File: src/rtl/peak_pkg.sv
// Shared definitions for the PEAK decode stage: instruction-vector bit
// positions, RV32I opcodes, immediate formats and the decoded bundle type.
package peak_pkg;

  localparam int unsigned PEAK_INST_W = 40;

  // One-hot instruction vector bit positions
  localparam int unsigned INST_LUI    = 0;
  localparam int unsigned INST_AUIPC  = 1;
  localparam int unsigned INST_JAL    = 2;
  localparam int unsigned INST_JALR   = 3;
  localparam int unsigned INST_BEQ    = 4;
  localparam int unsigned INST_BNE    = 5;
  localparam int unsigned INST_BLT    = 6;
  localparam int unsigned INST_BGE    = 7;
  localparam int unsigned INST_BLTU   = 8;
  localparam int unsigned INST_BGEU   = 9;
  localparam int unsigned INST_LB     = 10;
  localparam int unsigned INST_LH     = 11;
  localparam int unsigned INST_LW     = 12;
  localparam int unsigned INST_LBU    = 13;
  localparam int unsigned INST_LHU    = 14;
  localparam int unsigned INST_SB     = 15;
  localparam int unsigned INST_SH     = 16;
  localparam int unsigned INST_SW     = 17;
  localparam int unsigned INST_ADDI   = 18;
  localparam int unsigned INST_SLTI   = 19;
  localparam int unsigned INST_SLTIU  = 20;
  localparam int unsigned INST_XORI   = 21;
  localparam int unsigned INST_ORI    = 22;
  localparam int unsigned INST_ANDI   = 23;
  localparam int unsigned INST_SLLI   = 24;
  localparam int unsigned INST_SRLI   = 25;
  localparam int unsigned INST_SRAI   = 26;
  localparam int unsigned INST_ADD    = 27;
  localparam int unsigned INST_SUB    = 28;
  localparam int unsigned INST_SLL    = 29;
  localparam int unsigned INST_SLT    = 30;
  localparam int unsigned INST_SLTU   = 31;
  localparam int unsigned INST_XOR    = 32;
  localparam int unsigned INST_SRL    = 33;
  localparam int unsigned INST_SRA    = 34;
  localparam int unsigned INST_OR     = 35;
  localparam int unsigned INST_AND    = 36;
  localparam int unsigned INST_FENCE  = 37;
  localparam int unsigned INST_ECALL  = 38;
  localparam int unsigned INST_EBREAK = 39;

  // Full 7-bit opcodes (bits [1:0] included, so non-32-bit words never match)
  localparam logic [6:0] OPC_LUI      = 7'b0110111;
  localparam logic [6:0] OPC_AUIPC    = 7'b0010111;
  localparam logic [6:0] OPC_JAL      = 7'b1101111;
  localparam logic [6:0] OPC_JALR     = 7'b1100111;
  localparam logic [6:0] OPC_BRANCH   = 7'b1100011;
  localparam logic [6:0] OPC_LOAD     = 7'b0000011;
  localparam logic [6:0] OPC_STORE    = 7'b0100011;
  localparam logic [6:0] OPC_OP_IMM   = 7'b0010011;
  localparam logic [6:0] OPC_OP       = 7'b0110011;
  localparam logic [6:0] OPC_MISC_MEM = 7'b0001111;
  localparam logic [6:0] OPC_SYSTEM   = 7'b1110011;

  localparam logic [6:0] FUNCT7_BASE = 7'b0000000;
  localparam logic [6:0] FUNCT7_ALT  = 7'b0100000;

  localparam logic [31:0] WORD_ECALL  = 32'h0000_0073;
  localparam logic [31:0] WORD_EBREAK = 32'h0010_0073;

  typedef enum logic [2:0] {
    ImmI,
    ImmS,
    ImmB,
    ImmU,
    ImmJ,
    ImmNone
  } imm_fmt_t;

  typedef struct packed {
    logic [PEAK_INST_W-1:0] inst;
    logic [4:0]             rd;
    logic [4:0]             rs1;
    logic [4:0]             rs2;
    logic [31:0]            imm;
    logic [31:0]            pc;
    logic                   illegal;
  } peak_bundle_t;

endpackage

File: src/rtl/peak_decode_if.sv
// Fetch-to-decode and decode-to-execute handshake bundle.
interface peak_decode_if;
  import peak_pkg::*;

  logic                   I_VALID;
  logic                   I_READY;
  logic [31:0]            I_INST;
  logic [31:0]            I_PC;
  logic                   O_VALID;
  logic                   O_READY;
  logic [PEAK_INST_W-1:0] O_INST;
  logic [4:0]             O_RD;
  logic [4:0]             O_RS1;
  logic [4:0]             O_RS2;
  logic [31:0]            O_IMM;
  logic [31:0]            O_PC;
  logic                   O_ILLEGAL;

  // Environment side: drives fetch words and execute ready
  modport master (
    output I_VALID, I_INST, I_PC, O_READY,
    input  I_READY, O_VALID, O_INST, O_RD, O_RS1, O_RS2, O_IMM, O_PC, O_ILLEGAL
  );

  // Decoder side
  modport slave (
    input  I_VALID, I_INST, I_PC, O_READY,
    output I_READY, O_VALID, O_INST, O_RD, O_RS1, O_RS2, O_IMM, O_PC, O_ILLEGAL
  );

endinterface

File: src/rtl/peak_decode_comb.sv
// Purely combinational RV32I word -> decoded bundle.
// Optional feature macro: PEAK_DECODE_ILLEGAL_EN (drives the illegal flag).
module peak_decode_comb
  import peak_pkg::*;
(
  input  logic [31:0]  i_inst,
  input  logic [31:0]  i_pc,
  output peak_bundle_t o_bundle
);

  logic [6:0]             w_opcode;
  logic [2:0]             w_funct3;
  logic [6:0]             w_funct7;
  logic [PEAK_INST_W-1:0] w_vec;
  imm_fmt_t               w_fmt;
  logic                   w_shift;
  logic [31:0]            w_imm;

  assign w_opcode = i_inst[6:0];
  assign w_funct3 = i_inst[14:12];
  assign w_funct7 = i_inst[31:25];

  // Opcode/funct decode into the one-hot vector and immediate format
  always_comb begin
    w_vec   = '0;
    w_fmt   = ImmNone;
    w_shift = 1'b0;
    case (w_opcode)
      OPC_LUI: begin
        w_fmt = ImmU;
        w_vec[INST_LUI] = 1'b1;
      end
      OPC_AUIPC: begin
        w_fmt = ImmU;
        w_vec[INST_AUIPC] = 1'b1;
      end
      OPC_JAL: begin
        w_fmt = ImmJ;
        w_vec[INST_JAL] = 1'b1;
      end
      OPC_JALR: begin
        w_fmt = ImmI;
        if (w_funct3 == 3'b000) w_vec[INST_JALR] = 1'b1;
      end
      OPC_BRANCH: begin
        w_fmt = ImmB;
        case (w_funct3)
          3'b000:  w_vec[INST_BEQ]  = 1'b1;
          3'b001:  w_vec[INST_BNE]  = 1'b1;
          3'b100:  w_vec[INST_BLT]  = 1'b1;
          3'b101:  w_vec[INST_BGE]  = 1'b1;
          3'b110:  w_vec[INST_BLTU] = 1'b1;
          3'b111:  w_vec[INST_BGEU] = 1'b1;
          default: ;
        endcase
      end
      OPC_LOAD: begin
        w_fmt = ImmI;
        case (w_funct3)
          3'b000:  w_vec[INST_LB]  = 1'b1;
          3'b001:  w_vec[INST_LH]  = 1'b1;
          3'b010:  w_vec[INST_LW]  = 1'b1;
          3'b100:  w_vec[INST_LBU] = 1'b1;
          3'b101:  w_vec[INST_LHU] = 1'b1;
          default: ;
        endcase
      end
      OPC_STORE: begin
        w_fmt = ImmS;
        case (w_funct3)
          3'b000:  w_vec[INST_SB] = 1'b1;
          3'b001:  w_vec[INST_SH] = 1'b1;
          3'b010:  w_vec[INST_SW] = 1'b1;
          default: ;
        endcase
      end
      OPC_OP_IMM: begin
        w_fmt = ImmI;
        case (w_funct3)
          3'b000: w_vec[INST_ADDI]  = 1'b1;
          3'b010: w_vec[INST_SLTI]  = 1'b1;
          3'b011: w_vec[INST_SLTIU] = 1'b1;
          3'b100: w_vec[INST_XORI]  = 1'b1;
          3'b110: w_vec[INST_ORI]   = 1'b1;
          3'b111: w_vec[INST_ANDI]  = 1'b1;
          3'b001: begin
            w_shift = 1'b1;
            if (w_funct7 == FUNCT7_BASE) w_vec[INST_SLLI] = 1'b1;
          end
          3'b101: begin
            w_shift = 1'b1;
            if (w_funct7 == FUNCT7_BASE)     w_vec[INST_SRLI] = 1'b1;
            else if (w_funct7 == FUNCT7_ALT) w_vec[INST_SRAI] = 1'b1;
          end
          default: ;
        endcase
      end
      OPC_OP: begin
        w_fmt = ImmNone;
        if (w_funct7 == FUNCT7_BASE) begin
          case (w_funct3)
            3'b000:  w_vec[INST_ADD]  = 1'b1;
            3'b001:  w_vec[INST_SLL]  = 1'b1;
            3'b010:  w_vec[INST_SLT]  = 1'b1;
            3'b011:  w_vec[INST_SLTU] = 1'b1;
            3'b100:  w_vec[INST_XOR]  = 1'b1;
            3'b101:  w_vec[INST_SRL]  = 1'b1;
            3'b110:  w_vec[INST_OR]   = 1'b1;
            3'b111:  w_vec[INST_AND]  = 1'b1;
            default: ;
          endcase
        end else if (w_funct7 == FUNCT7_ALT) begin
          case (w_funct3)
            3'b000:  w_vec[INST_SUB] = 1'b1;
            3'b101:  w_vec[INST_SRA] = 1'b1;
            default: ;
          endcase
        end
      end
      OPC_MISC_MEM: begin
        w_fmt = ImmI;
        if (w_funct3 == 3'b000) w_vec[INST_FENCE] = 1'b1;
      end
      OPC_SYSTEM: begin
        w_fmt = ImmI;
        if (i_inst == WORD_ECALL)       w_vec[INST_ECALL]  = 1'b1;
        else if (i_inst == WORD_EBREAK) w_vec[INST_EBREAK] = 1'b1;
      end
      default: ;
    endcase
  end

  // Immediate assembly; shift-immediates carry a clean zero-extended shamt
  always_comb begin
    w_imm = '0;
    case (w_fmt)
      ImmI:    w_imm = {{20{i_inst[31]}}, i_inst[31:20]};
      ImmS:    w_imm = {{20{i_inst[31]}}, i_inst[31:25], i_inst[11:7]};
      ImmB:    w_imm = {{19{i_inst[31]}}, i_inst[31], i_inst[7], i_inst[30:25],
                        i_inst[11:8], 1'b0};
      ImmU:    w_imm = {i_inst[31:12], 12'b0};
      ImmJ:    w_imm = {{11{i_inst[31]}}, i_inst[31], i_inst[19:12], i_inst[20],
                        i_inst[30:21], 1'b0};
      default: w_imm = '0;
    endcase
    if (w_shift) w_imm = {27'b0, i_inst[24:20]};
  end

  assign o_bundle.inst = w_vec;
  assign o_bundle.rd   = i_inst[11:7];
  assign o_bundle.rs1  = i_inst[19:15];
  assign o_bundle.rs2  = i_inst[24:20];
  assign o_bundle.imm  = w_imm;
  assign o_bundle.pc   = i_pc;

`ifdef PEAK_DECODE_ILLEGAL_EN
  assign o_bundle.illegal = ~(|w_vec);
`else
  assign o_bundle.illegal = 1'b0;
`endif

endmodule

File: src/rtl/peak_decode.sv
// PEAK decode stage: input-side combinational decode feeding a two-entry
// elastic buffer (output register + skid entry) with a registered ready.
// Optional feature macro: PEAK_DECODE_ILLEGAL_EN (see peak_decode_comb).
module peak_decode
  import peak_pkg::*;
(
  input logic          CLK,
  input logic          RST,
  input logic          FLUSH,
  peak_decode_if.slave bus
);

  typedef enum logic [1:0] {
    StEmpty,
    StOne,
    StFull
  } buf_state_t;

  buf_state_t   r_state;
  logic         r_o_valid;
  logic         r_i_ready;
  peak_bundle_t r_or;
  peak_bundle_t r_sk;
  peak_bundle_t w_dec;
  logic         w_accept;

  peak_decode_comb u_comb (
    .i_inst   (bus.I_INST),
    .i_pc     (bus.I_PC),
    .o_bundle (w_dec)
  );

  assign w_accept = bus.I_VALID & r_i_ready;

  // Elastic buffer FSM; valid/ready flags are registered alongside the state
  always_ff @(posedge CLK or posedge RST) begin
    if (RST) begin
      r_state   <= StEmpty;
      r_o_valid <= 1'b0;
      r_i_ready <= 1'b1;
      r_or      <= '0;
      r_sk      <= '0;
    end else if (FLUSH) begin
      r_state   <= StEmpty;
      r_o_valid <= 1'b0;
      r_i_ready <= 1'b1;
    end else begin
      case (r_state)
        StEmpty: begin
          if (w_accept) begin
            r_or      <= w_dec;
            r_o_valid <= 1'b1;
            r_state   <= StOne;
          end
        end
        StOne: begin
          if (w_accept && bus.O_READY) begin
            r_or <= w_dec;
          end else if (w_accept) begin
            r_sk      <= w_dec;
            r_i_ready <= 1'b0;
            r_state   <= StFull;
          end else if (bus.O_READY) begin
            r_o_valid <= 1'b0;
            r_state   <= StEmpty;
          end
        end
        StFull: begin
          if (bus.O_READY) begin
            r_or      <= r_sk;
            r_i_ready <= 1'b1;
            r_state   <= StOne;
          end
        end
        default: begin
          r_state   <= StEmpty;
          r_o_valid <= 1'b0;
          r_i_ready <= 1'b1;
        end
      endcase
    end
  end

  assign bus.I_READY   = r_i_ready;
  assign bus.O_VALID   = r_o_valid;
  assign bus.O_INST    = r_or.inst;
  assign bus.O_RD      = r_or.rd;
  assign bus.O_RS1     = r_or.rs1;
  assign bus.O_RS2     = r_or.rs2;
  assign bus.O_IMM     = r_or.imm;
  assign bus.O_PC      = r_or.pc;
  assign bus.O_ILLEGAL = r_or.illegal;

endmodule

File: src/flat_wrapper.sv
// flat-port wrapper written by rule: the top's interface ports become plain ports
module peak_decode_flat import peak_pkg::*;
  (CLK, RST, FLUSH, bus_I_VALID, bus_I_INST, bus_I_PC, bus_O_READY, bus_I_READY, bus_O_VALID, bus_O_INST, bus_O_RD, bus_O_RS1, bus_O_RS2, bus_O_IMM, bus_O_PC, bus_O_ILLEGAL);
  peak_decode_if bus_i ();
  input logic CLK;
  input logic RST;
  input logic FLUSH;
  input wire logic [$bits(bus_i.I_VALID)-1:0] bus_I_VALID;
  input wire logic [$bits(bus_i.I_INST)-1:0] bus_I_INST;
  input wire logic [$bits(bus_i.I_PC)-1:0] bus_I_PC;
  input wire logic [$bits(bus_i.O_READY)-1:0] bus_O_READY;
  output wire logic [$bits(bus_i.I_READY)-1:0] bus_I_READY;
  output wire logic [$bits(bus_i.O_VALID)-1:0] bus_O_VALID;
  output wire logic [$bits(bus_i.O_INST)-1:0] bus_O_INST;
  output wire logic [$bits(bus_i.O_RD)-1:0] bus_O_RD;
  output wire logic [$bits(bus_i.O_RS1)-1:0] bus_O_RS1;
  output wire logic [$bits(bus_i.O_RS2)-1:0] bus_O_RS2;
  output wire logic [$bits(bus_i.O_IMM)-1:0] bus_O_IMM;
  output wire logic [$bits(bus_i.O_PC)-1:0] bus_O_PC;
  output wire logic [$bits(bus_i.O_ILLEGAL)-1:0] bus_O_ILLEGAL;
  assign bus_i.I_VALID = bus_I_VALID;
  assign bus_i.I_INST = bus_I_INST;
  assign bus_i.I_PC = bus_I_PC;
  assign bus_i.O_READY = bus_O_READY;
  assign bus_I_READY = bus_i.I_READY;
  assign bus_O_VALID = bus_i.O_VALID;
  assign bus_O_INST = bus_i.O_INST;
  assign bus_O_RD = bus_i.O_RD;
  assign bus_O_RS1 = bus_i.O_RS1;
  assign bus_O_RS2 = bus_i.O_RS2;
  assign bus_O_IMM = bus_i.O_IMM;
  assign bus_O_PC = bus_i.O_PC;
  assign bus_O_ILLEGAL = bus_i.O_ILLEGAL;
  peak_decode u_core (.CLK(CLK), .RST(RST), .FLUSH(FLUSH), .bus(bus_i));
endmodule
File: config.mk
export PLATFORM = sky130hd
export DESIGN_NAME = peak_decode_flat
export DESIGN_NICKNAME = d
export VERILOG_FILES = /design/src/rtl/peak_pkg.sv /design/src/rtl/peak_decode_if.sv /design/src/rtl/peak_decode_comb.sv /design/src/rtl/peak_decode.sv /design/src/flat_wrapper.sv
export SDC_FILE = /design/constraint.sdc
export NUM_CORES = 1
export LEC_CHECK = 0
export ABC_AREA = 1
export BUFFER_PORTS_ARGS = -buffer_cell sky130_fd_sc_hd__clkbuf_2
export CORE_MARGIN = 5
export CORE_UTILIZATION = 30
export DETAILED_ROUTE_END_ITERATION = 12
export PLACE_DENSITY = 0.48
export SYNTH_ARGS = -nofsm -noshare
export SYNTH_HDL_FRONTEND = slang
export SYNTH_HIERARCHICAL = 1
export SYNTH_SLANG_ARGS = --single-unit
File: constraint.sdc
create_clock -name CLK -period 14.3 [get_ports CLK]
set_input_delay 0.715 -clock CLK [delete_from_list [all_inputs] [get_ports CLK]]
set_output_delay 0.715 -clock CLK [all_outputs]
set_load 0.02 [all_outputs]
## Word level (Yosys, flattened, before mapping)

Index checks and enable logic that the tools add are counted.

| operators by class | value |
|---|---|
| equality and inequality tests | 39 |
| muxes and demuxes | 61 |
| bitwise gates (word level) | 3 |
| reductions and logical operators | 14 |

Operators by type and width:

| operator | number |
|---|---|
| $mux W120 | 3 |
| $pmux W120 S3 | 1 |
| $pmux W32 S5 | 1 |
| $mux W1 | 36 |
| $eq A32 B21 Y1 const B | 1 |
| $eq A32 B7 Y1 const B | 1 |
| $mux W32 | 1 |
| $eq A7 B6 Y1 const B | 4 |
| $eq A7 B7 Y1 const B | 4 |
| $mux W2 | 9 |
| $eq A3 B3 Y1 const B | 5 |
| $pmux W3 S5 | 1 |
| $eq A7 B5 Y1 const B | 2 |
| $eq A3 B2 Y1 const B | 4 |
| $ne A3 B3 Y1 const B | 4 |
| $reduce_and A4 Y1 | 3 |
| $mux W10 | 1 |
| $mux W5 | 2 |
| $reduce_and A5 Y1 | 2 |
| $mux W9 | 1 |
| $eq A7 B2 Y1 const B | 1 |
| $eq A7 B4 Y1 const B | 1 |
| $logic_not A7 Y1 | 1 |
| $eq A3 B1 Y1 const B | 2 |
| 18 further kinds | 26 |

| storage, ports and cells | value |
|---|---|
| bits in registers | 243 |
| input port bits | 69 |
| output and inout port bits | 122 |
| logic and storage cells | 133 |

## Depth between registers and ports, before layout

| logic depth | value |
|---|---|
| depth in word-level cells | 8 |
| depth in mapped cells | 14 |
| mapped depth without buffers | 13 |

## Modules after synthesis

Netlist, hierarchy kept.

Modules (own cells, without submodules):

| module | instances | cells an instance | area an instance (um^2) | seq. area each (um^2) |
|---|---|---|---|---|
| peak_decode | 1 | 1340 | 10841.6 | 6107.1 |
| peak_decode_comb | 1 | 333 | 1711.6 | 0.0 |

## Worst setup path after synthesis

OpenSTA, ideal clock, no wires.

| path | value |
|---|---|
| path type | input to register |
| from | input bus_I_INST[1] |
| to | register u_core.r_or, in the netlist u_core/bus.O_IMM[21] |
| library setup time | 66 ps |
| data arrival time | 1980 ps |
| data required time | 14234 ps |
| path slack | 12254 ps |
| cell stages on the path | 13 |
| buffers on the path | 1 |
| cell sequence | nand2_1 inv_1 nand2_2 inv_2 nand2_2 nand3_2 nand2_1 buf_4 a21oi_2 inv_1 o21ai_0 nand3_1 nand2_1 |

RTL lines:

| item | RTL line | RTL |
|---|---|---|
| start: declaration | flat_wrapper.sv:9 | `input wire logic [$bits(bus_i.I_INST)-1:0] bus_I_INST;` |
| end signal: assignment | peak_decode.sv:51 | `r_or <= w_dec;` |
| end signal: assignment | peak_decode.sv:58 | `r_or <= w_dec;` |
| end signal: assignment | peak_decode.sv:70 | `r_or <= r_sk;` |
| end: declaration | peak_decode.sv:22 | `peak_bundle_t r_or;` |

## Worst setup path in the final report

| path | value |
|---|---|
| from | register u_core.r_state[0] |
| to | register u_core/r_sk[50] (netlist name) |

| on the way | value |
|---|---|
| word-level cells in the longest chain between the ends | 2 |

RTL lines:

| item | RTL line | RTL |
|---|---|---|
| start: declaration | peak_decode.sv:19 | `buf_state_t r_state;` |
| start signal: assignment | peak_decode.sv:38 | `r_state <= StEmpty;` |
| start signal: assignment | peak_decode.sv:44 | `r_state <= StEmpty;` |
| start signal: assignment | peak_decode.sv:53 | `r_state <= StOne;` |
| $eq A2 B1 Y1 | peak_decode.sv:48 | `case (r_state)` |
| $reduce_and A4 Y1 (no source line) | - |  |
| end signal: assignment | peak_decode.sv:60 | `r_sk <= w_dec;` |
| end: declaration | peak_decode.sv:23 | `peak_bundle_t r_sk;` |

No other way between the ends.
A chain may end at the register's enable or synchronous reset.

==> run metrics <==
status=complete, no violations; top-area cell type share of the netlist area=about half; worst setup path start=u_core/r_state[0]; Hold Fails Final Rpt=0; Yosys reg bits=approximately 240; synth top area cells=dfrtp_1, nand2_1, o21ai_0, nand3_1, inv_1; crit path launch type=register; r2r setup slk=roughly 11 ns; kind of critical path=reg2reg; H-tree depth=1; combinational share of power=24.4%; vias=10700; r2r endpoint=u_core/r_sk[50]; vias in the first global route=around 10000; share of layout cells above drive strength 1=roughly 16%; async set-reset flop share out of synthesis=100%; Setup violations, final=0; first-pass GRT wire length=~60000 um; unrepaired setup endpoints after global routing=false; fill count=4558; Post-Synthesis Cells=1673; Seq pwr share=41.8%; Mapped Nets=~1700; Pwr Density=approximately 170 mW/mm^2; cell taking the most area after synthesis=dfrtp_1; largest net degree at the start of global routing=about 120; post-route ant nets=0; Least-Margin Pin Slew=1.02 ns; Rows=between 70 and 80; Routability Congestion=between 0.8 and 0.9; Final Max Tran Viols=0; nets=~1800; Clock Skew=approximately 0.0096 ns; CP Cell Sequence=inv_2, nor2_4, nand4_4, buf_4, buf_4, o21ai_0; switch share=33.7%; CP Max Fanout=120; Final Cycle Share=between 20% and 30%; DR vias/cell=4.63; sequential area share after synthesis=48.6%; min-delay worst type=in2async; global route overflow=0; most used cell, CP=buf_4; peak supply drop=between 0.07 and 0.08 mV; P_int=around 1.6 mW; Clock Power Share=33.8%; clk buf depth=3; Setup Buffers After CTS=0; Placed Instance Area=between 0.01 and 0.015 mm^2; reg2reg start=u_core/r_state[0]; Core Region=~0.042 mm^2; number of synthesized flops with an enable pin=0; slowest CP cell=buf_4; Max Cap Violations=0; synthesized area=roughly 0.013 mm^2; initial antenna violation count=10; # port buffers=190; path depth of the worst reg2reg path=6; cts repair resizes=0; Die Height=about 210 um; crit path capture type=register; highest clock rate=0.333 GHz; end of the critical path=u_core/r_sk[50]; drt initial violations=between 800 and 900; TNS Setup=0 ns; Commonest cells post-synth=nand2_1, dfrtp_1, o21ai_0; crit path DAT=3.39 ns; Area Overhead vs Synth=15.1%; Hold-fix buffers, CTS=0; Avg Cell Area, Syn=~7.5 um^2; insertion delay to the later sink of the worst-skew pair=about 0.55 ns; Post-route DRC=0; top_reg_cell synth=dfrtp_1; Die Footprint=approximately 0.046 mm^2; CTS tree=built; final period demand of the worst path=around 3.0 ns; most instantiated library cell after synthesis=nand2_1; drt total wl=~37000 um; Synthesis Warnings=6; wire length per cell=about 16 um; fin area=0.0144 mm^2; Sinks on Clock Net=244; CTS buffer count=30; slew margin rel.=between 30% and 40%; gr usage total=between 10% and 20%; Pleak=between 7 and 8 nW; chip width=215 um; NetSw=0.804 mW; CTS clk-pin slew, worst paths=0.06 ns; Final HPWL DP=about 24000 um; CP max stage delay=a little over 0.9 ns; Initial Util=30.1%; Root Buffer=clkbuf_16; Detailed Routing Iterations Pass 1=5; Netlist cell types=35; I/O pins=about 190; Critical Path RT=~15 ns
cells by family (layout without fill, tap and decap cells):
group / count (synthesis) / in the layout / synth area share (%)
DFF: 244 / 244 / 48.6
other: 1 / 4 / 0.0299
buffers and inverters: 306 / 412 / 12.0
AOI/OAI and AO/OA: 285 / 285 / 11.9
and+or+nand+nor: 837 / 837 / 27.5
per-stage QoR:
step / cells / hold WS, ns / util [%] / worst slack [ns] / total power, mW
2_1_floorplan: 1673 / 0.453 / - / 6.89 / 1.42
3_3_place_gp: 2262 / 0.454 / 32.1 / 10.96 / 1.59
3_5_place_dp: 2262 / 0.458 / 32.1 / 10.88 / 1.61
4_1_cts: 2318 / 0.345 / 34.6 / 11.21 / 2.43
5_1_grt: 2319 / 0.351 / 34.7 / 10.93 / 2.55
6_report: 2321 / 0.275 / 34.7 / 11.30 / 2.39
flip-flops by register name, summed over array words and instances, names as in the netlist:
signal,flops
u_core/bus.O_INST,40
u_core/bus.O_PC,32
u_core/r_sk,120
u_core/bus.O_RS1,5
u_core/bus.O_IMM,32
u_core/r_state,2
u_core/bus.O_ILLEGAL,1
u_core/bus.O_RD,5
u_core/bus.I_READY,1
u_core/bus.O_VALID,1
u_core/bus.O_RS2,5
cells in the final DEF, fill, tap and decap left out, drive strengths merged:
cell / Yosys / layout
or2: 1 / 1
nor4: 3 / 3
diode: 0 / 3
a31oi: 1 / 1
a21oi: 77 / 77
clkinv: 0 / 3
dfstp: 1 / 1
nor2: 137 / 137
buf: 111 / 9
inv: 157 / 157
nand2: 537 / 537
nor3: 6 / 6
clkinvlp: 0 / 4
o211ai: 1 / 1
bufinv: 0 / 4
o21ai: 202 / 202
nand4: 5 / 5
dfrtp: 243 / 243
clkbuf: 38 / 235
nand3: 148 / 148
a22oi: 4 / 4
conb: 1 / 1
worst min path at each step:
stage                         from                   to  slack (ns)  cells past startpoint
2_1_floorplan       u_core/r_sk[0]       u_core/r_sk[0]        0.45                      2
3_3_place_gp   u_core/bus.O_PC[17]  u_core/bus.O_PC[17]        0.45                      2
3_5_place_dp   u_core/bus.O_PC[25]  u_core/bus.O_PC[25]        0.46                      2
4_1_cts                        RST   u_core/bus.O_PC[6]        0.34                      2
5_1_grt                        RST   u_core/bus.O_PC[6]        0.35                      2
6_report                       RST       u_core/r_sk[7]        0.28                      2
power groups by stage:
| stage | clock, mW | sequential, mW | combinational [mW] |
|---|---|---|---|
| detailed placement | 0 | 1.01 | 0.595 |
| floorplan | 0 | 1.10 | 0.318 |
| global route | 0.869 | 1.02 | 0.660 |
| global placement | 0 | 1.01 | 0.585 |
| finish | 0.806 | 0.998 | 0.581 |
| CTS | 0.838 | 1.00 | 0.596 |
layer usage:
metal  GRT usage, %  part of all wire, %  vias to the layer above
met4           3.80                  1.9                       14
met2           24.5                   45                      232
li1               -                    -                     5399
met3           4.29                  6.4                       54
met5              0                 0.22                        -
met1           21.8                   47                     5050
cell type report:
class	instances	area [um^2]	area share, %
clock inverter	11	165	1.14
sequential	244	6110	42.3
inverter	157	604	4.18
multi-input combinational	1123	4970	34.4
timing repair buffer	199	1020	7.05
antenna	3	7.51	0.0520
clock buffer	45	898	6.22
tap	539	674	4.67
worst max-delay path, delay by kind of cell, from the launching register on:
kind	cells	cell delay, ns
AO/OA/AOI/OAI	1	0.20
flip-flops	1	0.42
buffers and inverters	3	1.81
AND/OR/NAND/NOR	2	0.32
No activity file was read; power rests on OpenSTA's default activity.
